$ cat config.mk
export PLATFORM = sky130hd
export DESIGN_NAME = video_frame_mux
export DESIGN_NICKNAME = d
export VERILOG_FILES = /design/src/rtl/video_stream_pkg.sv /design/src/rtl/video_frame_mux_rr_arbiter.sv /design/src/rtl/video_frame_mux.sv
export SDC_FILE = /design/constraint.sdc
export NUM_CORES = 1
export LEC_CHECK = 0
export CAP_MARGIN = 20
export CORE_ASPECT_RATIO = 1.5
export CORE_UTILIZATION = 25
export DETAILED_ROUTE_END_ITERATION = 12
export GPL_TIMING_DRIVEN = 0
export PLACE_DENSITY = 0.44
export SYNTH_ARGS = -nofsm -noshare
export SYNTH_HDL_FRONTEND = slang
export SYNTH_HIERARCHICAL = 1
export SYNTH_SLANG_ARGS = --single-unit
$ cat constraint.sdc
create_clock -name clk -period 2.9 [get_ports clk]
set_clock_uncertainty 0.15 [all_clocks]
set_input_delay 0.58 -clock clk [delete_from_list [all_inputs] [get_ports clk]]
set_output_delay 0.58 -clock clk [all_outputs]
set_load 0.01 [all_outputs]
$ cat src/rtl/video_stream_pkg.sv
// video_stream_pkg
//   Definitions shared by the frame-aligned stream mux and its arbiter:
//   - frame_state_t : FSM encoding for IDLE / HUNT / PASS
//   - SRC_IDX_W     : width of a source index (covers up to 4 sources)
//   - beat_width()  : bits carried by one stream beat
package video_stream_pkg;

    localparam int SRC_IDX_W = 2;

    typedef enum logic [1:0] {
        IDLE = 2'd0,
        HUNT = 2'd1,
        PASS = 2'd2
    } frame_state_t;

    function automatic int beat_width(input int pixel_bitwidth, input int pixel_num);
        return pixel_bitwidth * pixel_num;
    endfunction

endpackage

$ cat src/rtl/video_frame_mux_rr_arbiter.sv
// rr_arbiter
//   Combinational round-robin pick. The search starts at last_grant+1 and
//   wraps modulo SRC_NUM; the first requesting source wins. The caller
//   registers the result.
// Ports:
//   req        in  SRC_NUM    request vector
//   last_grant in  SRC_IDX_W  index granted last time
//   grant      out SRC_IDX_W  chosen index (0 when nothing is found)
//   found      out 1          at least one request was present
module rr_arbiter
    import video_stream_pkg::*;
#(
    parameter int SRC_NUM = 2
) (
    input  logic [SRC_NUM-1:0]   req,
    input  logic [SRC_IDX_W-1:0] last_grant,
    output logic [SRC_IDX_W-1:0] grant,
    output logic                 found
);

    // Outer loop walks the priority order, inner loop matches the rotated
    // position against a constant bit index so no variable bit-select is needed.
    always_comb begin
        grant = '0;
        found = 1'b0;
        for (int unsigned k = 1; k <= SRC_NUM; k++) begin
            for (int unsigned i = 0; i < SRC_NUM; i++) begin
                if (!found && req[i] &&
                    (i == ((32'(last_grant) + k) % 32'(SRC_NUM)))) begin
                    found = 1'b1;
                    grant = SRC_IDX_W'(i);
                end
            end
        end
    end

endmodule

$ cat src/rtl/video_frame_mux.sv
// video_frame_mux
//   Frame-aligned N:1 arbiter for valid/ready pixel streams with sof/eof/eol
//   sideband. One source is granted per frame in round-robin order; its frame
//   is forwarded intact through a single output register, then the mux
//   rearbitrates.
//
//   Optional build macro VIDEO_MUX_DROP_IDLE_EN: when defined, sources that
//   are not granted (and every source while IDLE) see ready=1 and their beats
//   are discarded; when undefined they are back-pressured until granted.
//
// Ports:
//   clk, rst                       clock, synchronous active-high reset
//   s_axis_valid/ready  [SRC_NUM]  per-source handshake
//   s_axis_data                    per-source beat, source i in slice i
//   s_axis_sof/eof/eol  [SRC_NUM]  per-source sideband
//   src_enable          [SRC_NUM]  mask for new grants
//   m_axis_*                       downstream stream port (registered)
//   cur_src                        granted source index, held after a frame
//   frame_busy                     high while in HUNT or PASS
//   frame_err                      one-cycle pulse on hunt timeout or early sof
module video_frame_mux
    import video_stream_pkg::*;
#(
    parameter int PIXEL_BITWIDTH = 8,
    parameter int PIXEL_NUM      = 1,
    parameter int SRC_NUM        = 2,
    parameter int HUNT_TIMEOUT   = 4096
) (
    input  logic                                        clk,
    input  logic                                        rst,
    input  logic [SRC_NUM-1:0]                          s_axis_valid,
    output logic [SRC_NUM-1:0]                          s_axis_ready,
    input  logic [SRC_NUM*PIXEL_BITWIDTH*PIXEL_NUM-1:0] s_axis_data,
    input  logic [SRC_NUM-1:0]                          s_axis_sof,
    input  logic [SRC_NUM-1:0]                          s_axis_eof,
    input  logic [SRC_NUM-1:0]                          s_axis_eol,
    input  logic [SRC_NUM-1:0]                          src_enable,
    input  logic                                        m_axis_ready,
    output logic                                        m_axis_valid,
    output logic [PIXEL_BITWIDTH*PIXEL_NUM-1:0]         m_axis_data,
    output logic                                        m_axis_sof,
    output logic                                        m_axis_eof,
    output logic                                        m_axis_eol,
    output logic [SRC_IDX_W-1:0]                        cur_src,
    output logic                                        frame_busy,
    output logic                                        frame_err
);

    localparam int BEAT_W     = beat_width(PIXEL_BITWIDTH, PIXEL_NUM);
    localparam int HUNT_CNT_W = $clog2(HUNT_TIMEOUT + 1);
    localparam logic [HUNT_CNT_W-1:0] HUNT_LAST = HUNT_CNT_W'(HUNT_TIMEOUT - 1);

`ifdef VIDEO_MUX_DROP_IDLE_EN
    localparam logic UNGRANTED_READY = 1'b1;
`else
    localparam logic UNGRANTED_READY = 1'b0;
`endif

    frame_state_t state, next_state;

    logic [HUNT_CNT_W-1:0] hunt_cnt;
    logic                  eof_seen;

    // Granted-source view
    logic              sel_valid;
    logic [BEAT_W-1:0] sel_data;
    logic              sel_sof, sel_eof, sel_eol;
    logic [SRC_NUM-1:0] grant_mask;

    // Arbiter
    logic [SRC_NUM-1:0]   arb_req;
    logic [SRC_IDX_W-1:0] arb_grant;
    logic                 arb_found;

    // FSM decisions
    logic               out_free;
    logic               arb_take;
    logic               fwd;
    logic               frame_end;
    logic               hunt_expired;
    logic               restart_err;
    logic [SRC_NUM-1:0] ready_c;

    assign arb_req = src_enable & s_axis_valid;

    rr_arbiter #(
        .SRC_NUM(SRC_NUM)
    ) u_rr_arbiter (
        .req        (arb_req),
        .last_grant (cur_src),
        .grant      (arb_grant),
        .found      (arb_found)
    );

    always_comb begin
        sel_valid  = 1'b0;
        sel_data   = '0;
        sel_sof    = 1'b0;
        sel_eof    = 1'b0;
        sel_eol    = 1'b0;
        grant_mask = '0;
        for (int unsigned i = 0; i < SRC_NUM; i++) begin
            if (cur_src == SRC_IDX_W'(i)) begin
                grant_mask[i] = 1'b1;
                sel_valid     = s_axis_valid[i];
                sel_data      = s_axis_data[i*BEAT_W +: BEAT_W];
                sel_sof       = s_axis_sof[i];
                sel_eof       = s_axis_eof[i];
                sel_eol       = s_axis_eol[i];
            end
        end
    end

    // The output register can take a beat when empty or draining this cycle.
    assign out_free = !m_axis_valid || m_axis_ready;

    always_ff @(posedge clk) begin
        if (rst) begin
            state <= IDLE;
        end else begin
            state <= next_state;
        end
    end

    always_comb begin
        next_state   = state;
        ready_c      = {SRC_NUM{UNGRANTED_READY}};
        arb_take     = 1'b0;
        fwd          = 1'b0;
        frame_end    = 1'b0;
        hunt_expired = 1'b0;
        restart_err  = 1'b0;

        // While hunting the granted source is normally always ready; the only
        // time it is held off is when a stalled beat of the previous frame
        // still occupies the output register, so a sof cannot be lost.
        if (state != IDLE) begin
            for (int unsigned i = 0; i < SRC_NUM; i++) begin
                if (grant_mask[i]) begin
                    ready_c[i] = out_free;
                end
            end
        end

        case (state)
            IDLE: begin
                if (arb_found) begin
                    arb_take   = 1'b1;
                    next_state = HUNT;
                end
            end
            HUNT: begin
                if (sel_valid && out_free && sel_sof) begin
                    fwd = 1'b1;
                    if (sel_eof && sel_eol) begin
                        frame_end  = 1'b1;
                        next_state = IDLE;
                    end else begin
                        next_state = PASS;
                    end
                end else if (hunt_cnt == HUNT_LAST) begin
                    hunt_expired = 1'b1;
                    next_state   = IDLE;
                end
            end
            PASS: begin
                if (sel_valid && out_free) begin
                    fwd         = 1'b1;
                    restart_err = sel_sof;
                    // An early sof restarts the frame, so an eof seen before
                    // it no longer counts toward ending this frame.
                    if (sel_eol && (sel_eof || (eof_seen && !sel_sof))) begin
                        frame_end  = 1'b1;
                        next_state = IDLE;
                    end
                end
            end
            default: begin
                next_state = IDLE;
            end
        endcase
    end

    assign s_axis_ready = ready_c;
    assign frame_busy   = (state != IDLE);

    always_ff @(posedge clk) begin
        if (rst) begin
            cur_src      <= SRC_IDX_W'(SRC_NUM - 1);
            hunt_cnt     <= '0;
            eof_seen     <= 1'b0;
            m_axis_valid <= 1'b0;
            m_axis_data  <= '0;
            m_axis_sof   <= 1'b0;
            m_axis_eof   <= 1'b0;
            m_axis_eol   <= 1'b0;
            frame_err    <= 1'b0;
        end else begin
            if (arb_take) begin
                cur_src <= arb_grant;
            end

            if ((state == HUNT) && (next_state == HUNT)) begin
                hunt_cnt <= hunt_cnt + HUNT_CNT_W'(1);
            end else begin
                hunt_cnt <= '0;
            end

            if (fwd) begin
                if (frame_end) begin
                    eof_seen <= 1'b0;
                end else if (sel_sof) begin
                    eof_seen <= sel_eof;
                end else begin
                    eof_seen <= eof_seen | sel_eof;
                end
            end

            if (out_free) begin
                m_axis_valid <= fwd;
                if (fwd) begin
                    m_axis_data <= sel_data;
                    m_axis_sof  <= sel_sof;
                    m_axis_eof  <= sel_eof;
                    m_axis_eol  <= sel_eol;
                end
            end

            frame_err <= hunt_expired | restart_err;
        end
    end

endmodule

==> results.yml, run 1 <==
placed_design:
  gp_congestion: 0.751
  port_buffers: 45
  hpwl_um: 3390
  dpl_worst_slack_ps: -321
yosys:
  synth_top_family_by_area: "simple AND/OR/NAND/NOR gates"
  seq_area_frac_synth_pct: 36.7
  yosys_warnings: 6
  synthAdderAreaFrac_pct: 3.70
  syn_area_per_cell_um2: 9.05
  synthArstFlopShare_pct: 0
  synth_seq_cells: 31
  yosysUniqueCellTypes: 39
  synth-simple-area-share_pct: 31.4
  synth.area.top_cells: "dfxtp_1 37%, nor4_2 8.9%, mux2i_1 7.7%, xnor2_1 4.7%, a21oi_1 4.1%"
  synth_top_area_share_pct: 36.7
  synth_compound_area_share_pct: 8.80
  synthCells: 187
  yosysTopAreaCell: "dfxtp_1"
  synth_area_mm2: 0.00169
  synth_fp_nets: 221
  synth_edf_count: 0
  synthMuxAreaShare_pct: 8.50
  synth-xor-area-share_pct: 5.69
  synth_ff_type: "dfxtp_1"
sta:
  finalSetupViolCount: 0
  fmax_ghz: 0.364
  layout_min_cycle_time_ps: 2750
  slew_viol_final: 0
  worst_pin_slew_ps: 727
  fin_crit_sh_pct: 94.7
  setup_slack_ps: 154
  whs_ps: 305
  slew_headroom_pct: 51.5
  rsz0062_at_grt: "false"
  finalHoldViolCount: 0
global_routing:
  antenna_found_initial: 0
  grt_max_degree: 11
  grtUsageTotal_pct: 13.3
  grt_pass1_wl_um: 7460
  gr-total-overflow: 0
  grt_pass1_vias: 1568
setup_path:
  path_cells: "clkbuf_1 > clkbuf_2 > nor4_1 > clkdlybuf4s50_1"
  r2r_slack_ps: 340
  critPathSlowestCell: "clkdlybuf4s50_1"
  cp_max_fo: 10
  crit_required_ps: 2170
  arrival_ps: 2020
  r2r_cells: 8
  crit_type: "flop to primary output"
  rr_startpoint: "cur_src[0]"
  max_stage_delay_ps: 590
  r2r-end: "hunt_cnt[12]"
  crit_path_start_kind: "flop"
  cp-end-kind: "primary output"
clocking:
  clock_latency_ps: 280
  hold_buffers: 0
  tritoncts: "yes"
  cts_root_buffer: "clkbuf_8"
  cts_sinks: 31
  h-tree-depth: 2
  clkSlewWorstSetupHoldPaths_ps: 70
  cts-buffers-inserted: 5
  cts_max_path_buffers: 2
die:
  core.rowCount: 36
  fp.dieH_um: 103
  die_area_mm2: 0.00711
  die_w_um: 69.2
  core_mm2: 0.00653
  start_util_pct: 25.9
  num_io_pins: 47
drt:
  ant_nets: 0
  detail_route.first_pass.iterations: 4
  vias_per_cell: 4.81
  drt-wirelength-per-cell_um: 14.3
  drtIter0Drc: 27
  route.detailed.drc: 0
  finalWirelength_um: 4480
  via_count: 1510
pwr:
  swShare_pct: 29.2
  ir_drop_v: 0.000171
  pwr-share-clk_pct: 32.4
  p_leak_nw: 0.825
  power_switching_mw: 0.289
  power_density_mw_per_mm2: 425
  seq_power_share_pct: 44.7
  p_comb_share_pct: 22.9
  p_int_mw: 0.702
  total_power_mw: 0.991
min_path:
  min_delay_path_depth: 2
  whs_endpoint: "m_axis_data[7]"
  min_path_type: "flop to flop"
  min_from: "m_axis_data[7]"
cells_and_area:
  syn2layout_area_growth_pct: 37.6
  final_cell_mix: "45 x clkdlybuf4s50_1, 31 x dfxtp_1, 16 x nand2_1"
  fillCellCount: 671
  drive_gt1_share_pct: 12.6
  diodes: 0
  final_common_cell: "clkdlybuf4s50_1"
  fin_nets: 273
job:
  drv_cap: 0
run_status:
  status: "completed"
worst max-delay path: cells and delay by family (launching register included):
family / cells / cell delay (ps)
buffers and inverters: 3 / 1060
AND/OR/NAND/NOR: 1 / 300
flip-flops: 1 / 370
power by group through the flow:
| stage | sequential [mW] | combinational [mW] | clock [mW] |
|---|---|---|---|
| detailed placement | 0.452 | 0.225 | 0 |
| finish | 0.443 | 0.227 | 0.321 |
| global placement | 0.453 | 0.226 | 0 |
| CTS | 0.443 | 0.226 | 0.332 |
| global route | 0.444 | 0.247 | 0.349 |
| floorplan | 0.454 | 0.127 | 0 |
worst max path at each step:
stage / cells past startpoint / slack, ps / endpoint / startpoint
floorplan: 7 / 550 / hunt_cnt[12] / m_axis_ready
detailed placement: 8 / -320 / m_axis_data[1] / s_axis_sof[1]
finish: 4 / 150 / s_axis_ready[0] / cur_src[1]
global placement: 8 / -290 / m_axis_data[7] / s_axis_sof[1]
global route: 4 / 10 / s_axis_ready[1] / cur_src[1]
CTS: 4 / 20 / s_axis_ready[1] / cur_src[1]
area by class of cell:
cell class	instances	area, um^2	share of cell area (%)
repair buffers	45	450	19.3
plain buffers	13	75.1	3.22
well taps	76	95.1	4.08
flip-flops and latches	31	621	26.6
clock buffers	6	72.6	3.11
multi-input cells	139	1000	43.0
inverters	4	15.0	0.644
sequential cells by signal, indices dropped and copies added, names as in the netlist:
signal / flops
m_axis_valid: 1
m_axis_sof: 1
hunt_cnt: 13
state: 2
m_axis_eol: 1
cur_src: 2
frame_err: 1
m_axis_data: 8
m_axis_eof: 1
eof_seen: 1
per-layer routing:
layer | global-route usage (%) | up-vias | share of wire [%] | wire [um]
met3 | 3.71 | 5 | 4.1 | 182
li1 | - | 777 | - | -
met1 | 13.7 | 695 | 40 | 1810
met2 | 25.6 | 33 | 54 | 2440
met5 | 0 | - | 0 | 0
met4 | 4.71 | 0 | 1.3 | 58
per-stage QoR:
stage                     TNS [ps]  util, %  std cells  cell area, um^2
after floorplan                  0        -        187             1690
after global placement       -4330     34.3        308             2240
after detailed placement     -4690     34.3        308             2240
after CTS                        0     35.4        314             2310
after global routing             0     35.7        314             2330
final                            0     35.7        314             2330
logic make-up after synthesis:
family	after synthesis
AND/OR/NAND/NOR	83
flip-flops	31
AO/OA/AOI/OAI	25
buffers and inverters	17
multiplexers	14
XOR/XNOR	11
adder cells (fa/ha/maj)	5
other	1
repair_timing:
action	4_1_cts	5_1_grt
setup buffers	0	0
resized for setup	2	7
endpoints found under the setup margin	9	15
cells in the mapped netlist (2+ instances only):
cell type	instances
nor4b_1	2
xor2_1	2
and3_1	2
or3_1	9
mux2i_1	13
nor4_1	3
nand3_1	9
and2_1	2
xnor2_1	9
nor3_1	4
o21ai_0	2
a211oi_1	3
dfxtp_1	31
a21oi_1	14
clkbuf_1	8
nor3b_1	2
nand3b_1	2
nor4_2	12
buf_2	2
buf_6	2
nor2_1	10
nand2_1	16
nand4_1	3
ha_1	5
nor2b_1	3
inv_1	4
Power figures use the tool's default switching activity.
==> run 2: changes to the inputs <==
--- a/config.mk
+++ b/config.mk
@@ -12,2 +12,3 @@
 export GPL_TIMING_DRIVEN = 0
+export HOLD_SLACK_MARGIN = 0.12
 export PLACE_DENSITY = 0.44
==> constraint.sdc (replaced) <==
create_clock -name clk -period 2.6 [get_ports clk]
set_clock_uncertainty 0.15 [all_clocks]
set_input_delay 0.26 -clock clk [delete_from_list [all_inputs] [get_ports clk]]
set_output_delay 0.26 -clock clk [all_outputs]
set_load 0.01 [all_outputs]
==> results.yml, run 2 (synthesized netlist as in run 1, its figures left out) <==
run_status:
  status: "completed"
clocking:
  cts_max_path_buffers: 2
  cts_setup_buffers: 0
  hold_buffers: 0
  cts-buffers-inserted: 5
  cts_root_buffer: "clkbuf_8"
  cts_sinks: 31
  clock_latency_ps: 280
  tritoncts: "yes"
  clkSlewWorstSetupHoldPaths_ps: 70
  h-tree-depth: 2
cells_and_area:
  reg.largest.list: "hunt_cnt: 13 flops, m_axis_data: 8 flops"
  fillCellCount: 669
  final_cells: 314
  largest-register: "hunt_cnt"
  syn2layout_area_growth_pct: 39.2
  largest_reg_flops: 13
  final_cell_mix: "45 x clkdlybuf4s50_1, 31 x dfxtp_1, 16 x nand2_1"
  fin_nets: 273
  drive_gt1_share_pct: 13.0
  final_common_cell: "clkdlybuf4s50_1"
  diodes: 0
setup_path:
  path_cells: "clkdlybuf4s50_1 > nor2b_1 > nor3_1 > and3b_1 > or4_1 > buf_2 > buf_6 > nor4_2"
  arrival_ps: 2520
  crit_buf_inv: 3
  cp-end-kind: "flop"
  crit_family: "simple AND/OR/NAND/NOR gates"
  max_stage_delay_ps: 490
  cp_max_fo: 10
  crit_required_ps: 2640
  crit_type: "input port to flop"
  crit_path_start_kind: "input port"
  critPathSlowestCell: "nor2b_1"
pwr:
  power_switching_mw: 0.323
  p_leak_nw: 0.824
  seq_power_share_pct: 44.5
  ir_drop_v: 0.000191
  p_int_mw: 0.789
  power_density_mw_per_mm2: 472
  pwr-share-clk_pct: 32.0
  swShare_pct: 29.0
  p_comb_share_pct: 23.6
global_routing:
  grt_max_degree: 11
  grt_pass1_vias: 1568
  grtUsageTotal_pct: 13.3
  antenna_found_initial: 0
  gr-total-overflow: 0
  grt_pass1_wl_um: 7460
drt:
  detail_route.first_pass.iterations: 4
  drt-wirelength-per-cell_um: 14.3
  finalWirelength_um: 4490
  ant_nets: 0
  drtIter0Drc: 26
  via_count: 1515
  route.detailed.drc: 0
  vias_per_cell: 4.82
die:
  fp.dieH_um: 103
  die_area_mm2: 0.00711
  start_util_pct: 25.9
  die_w_um: 69.2
  core.rowCount: 36
  num_io_pins: 47
  core_mm2: 0.00653
sta:
  finalHoldViolCount: 0
  slew_headroom_pct: 51.5
  rsz0062_at_grt: "true"
  finalSetupTns_ps: 0
  finalSetupViolCount: 0
  fmax_ghz: 0.404
  layout_min_cycle_time_ps: 2480
  setup_slack_ps: 125
  whs_ps: 266
  slew_viol_final: 0
  worst_pin_slew_ps: 728
  fin_crit_sh_pct: 95.2
placed_design:
  port_buffers: 45
  dpl_worst_slack_ps: -301
  gp_congestion: 0.751
  hpwl_um: 3390
  placedCellCount: 308
min_path:
  min_path_type: "input port to flop"
job:
  drv_cap: 0
==> run 2: routing by layer <==
metal	global-route usage, %	share of wire [%]	vias up
li1	-	-	776
met1	13.7	40	702
met2	25.6	54	33
met3	3.71	4.1	4
met4	4.71	1.2	0
met5	0	0	-
==> run 2: final timing paths <==
check            startpoint        endpoint  slack, ps  depth (start not counted)
max            m_axis_ready    hunt_cnt[12]        120                          8
min                     rst  m_axis_data[2]        270                          2
max reg2reg      cur_src[0]    hunt_cnt[12]        150                          8
min reg2reg  m_axis_data[7]  m_axis_data[7]        310                          2
==> run 2: cell type report <==
class                      instances  area (um^2)  share of cell area (%)
buffer                            13         75.1                    3.19
clock buffer                       6         72.6                    3.08
sequential                        31          621                    26.3
timing repair buffer              45          450                    19.1
multi-input combinational        139         1030                    43.6
inverter                           4         15.0                   0.637
tap                               76         95.1                    4.04
==> run 2: stage by stage <==
stage / total power [mW] / instance area, um^2 / util, %
floorplan: 0.648 / 1690 / -
global placement: 0.757 / 2240 / 34.3
detailed placement: 0.756 / 2240 / 34.3
CTS: 1.12 / 2320 / 35.5
global route: 1.17 / 2360 / 36.1
finish: 1.11 / 2360 / 36.1
==> run 2: power groups by stage <==
stage / Combinational (mW) / Sequential (mW) / Clock [mW]
after global placement: 0.252 / 0.505 / 0
final: 0.262 / 0.494 / 0.356
after global routing: 0.285 / 0.495 / 0.389
after detailed placement: 0.251 / 0.505 / 0
after floorplan: 0.142 / 0.506 / 0
after CTS: 0.254 / 0.494 / 0.370
==> run 2: what timing repair did <==
action / CTS / global route
hold endpoints to repair: 0 / 0
endpoints found under the setup margin: 20 / 20
gates resized for setup: 4 / 8
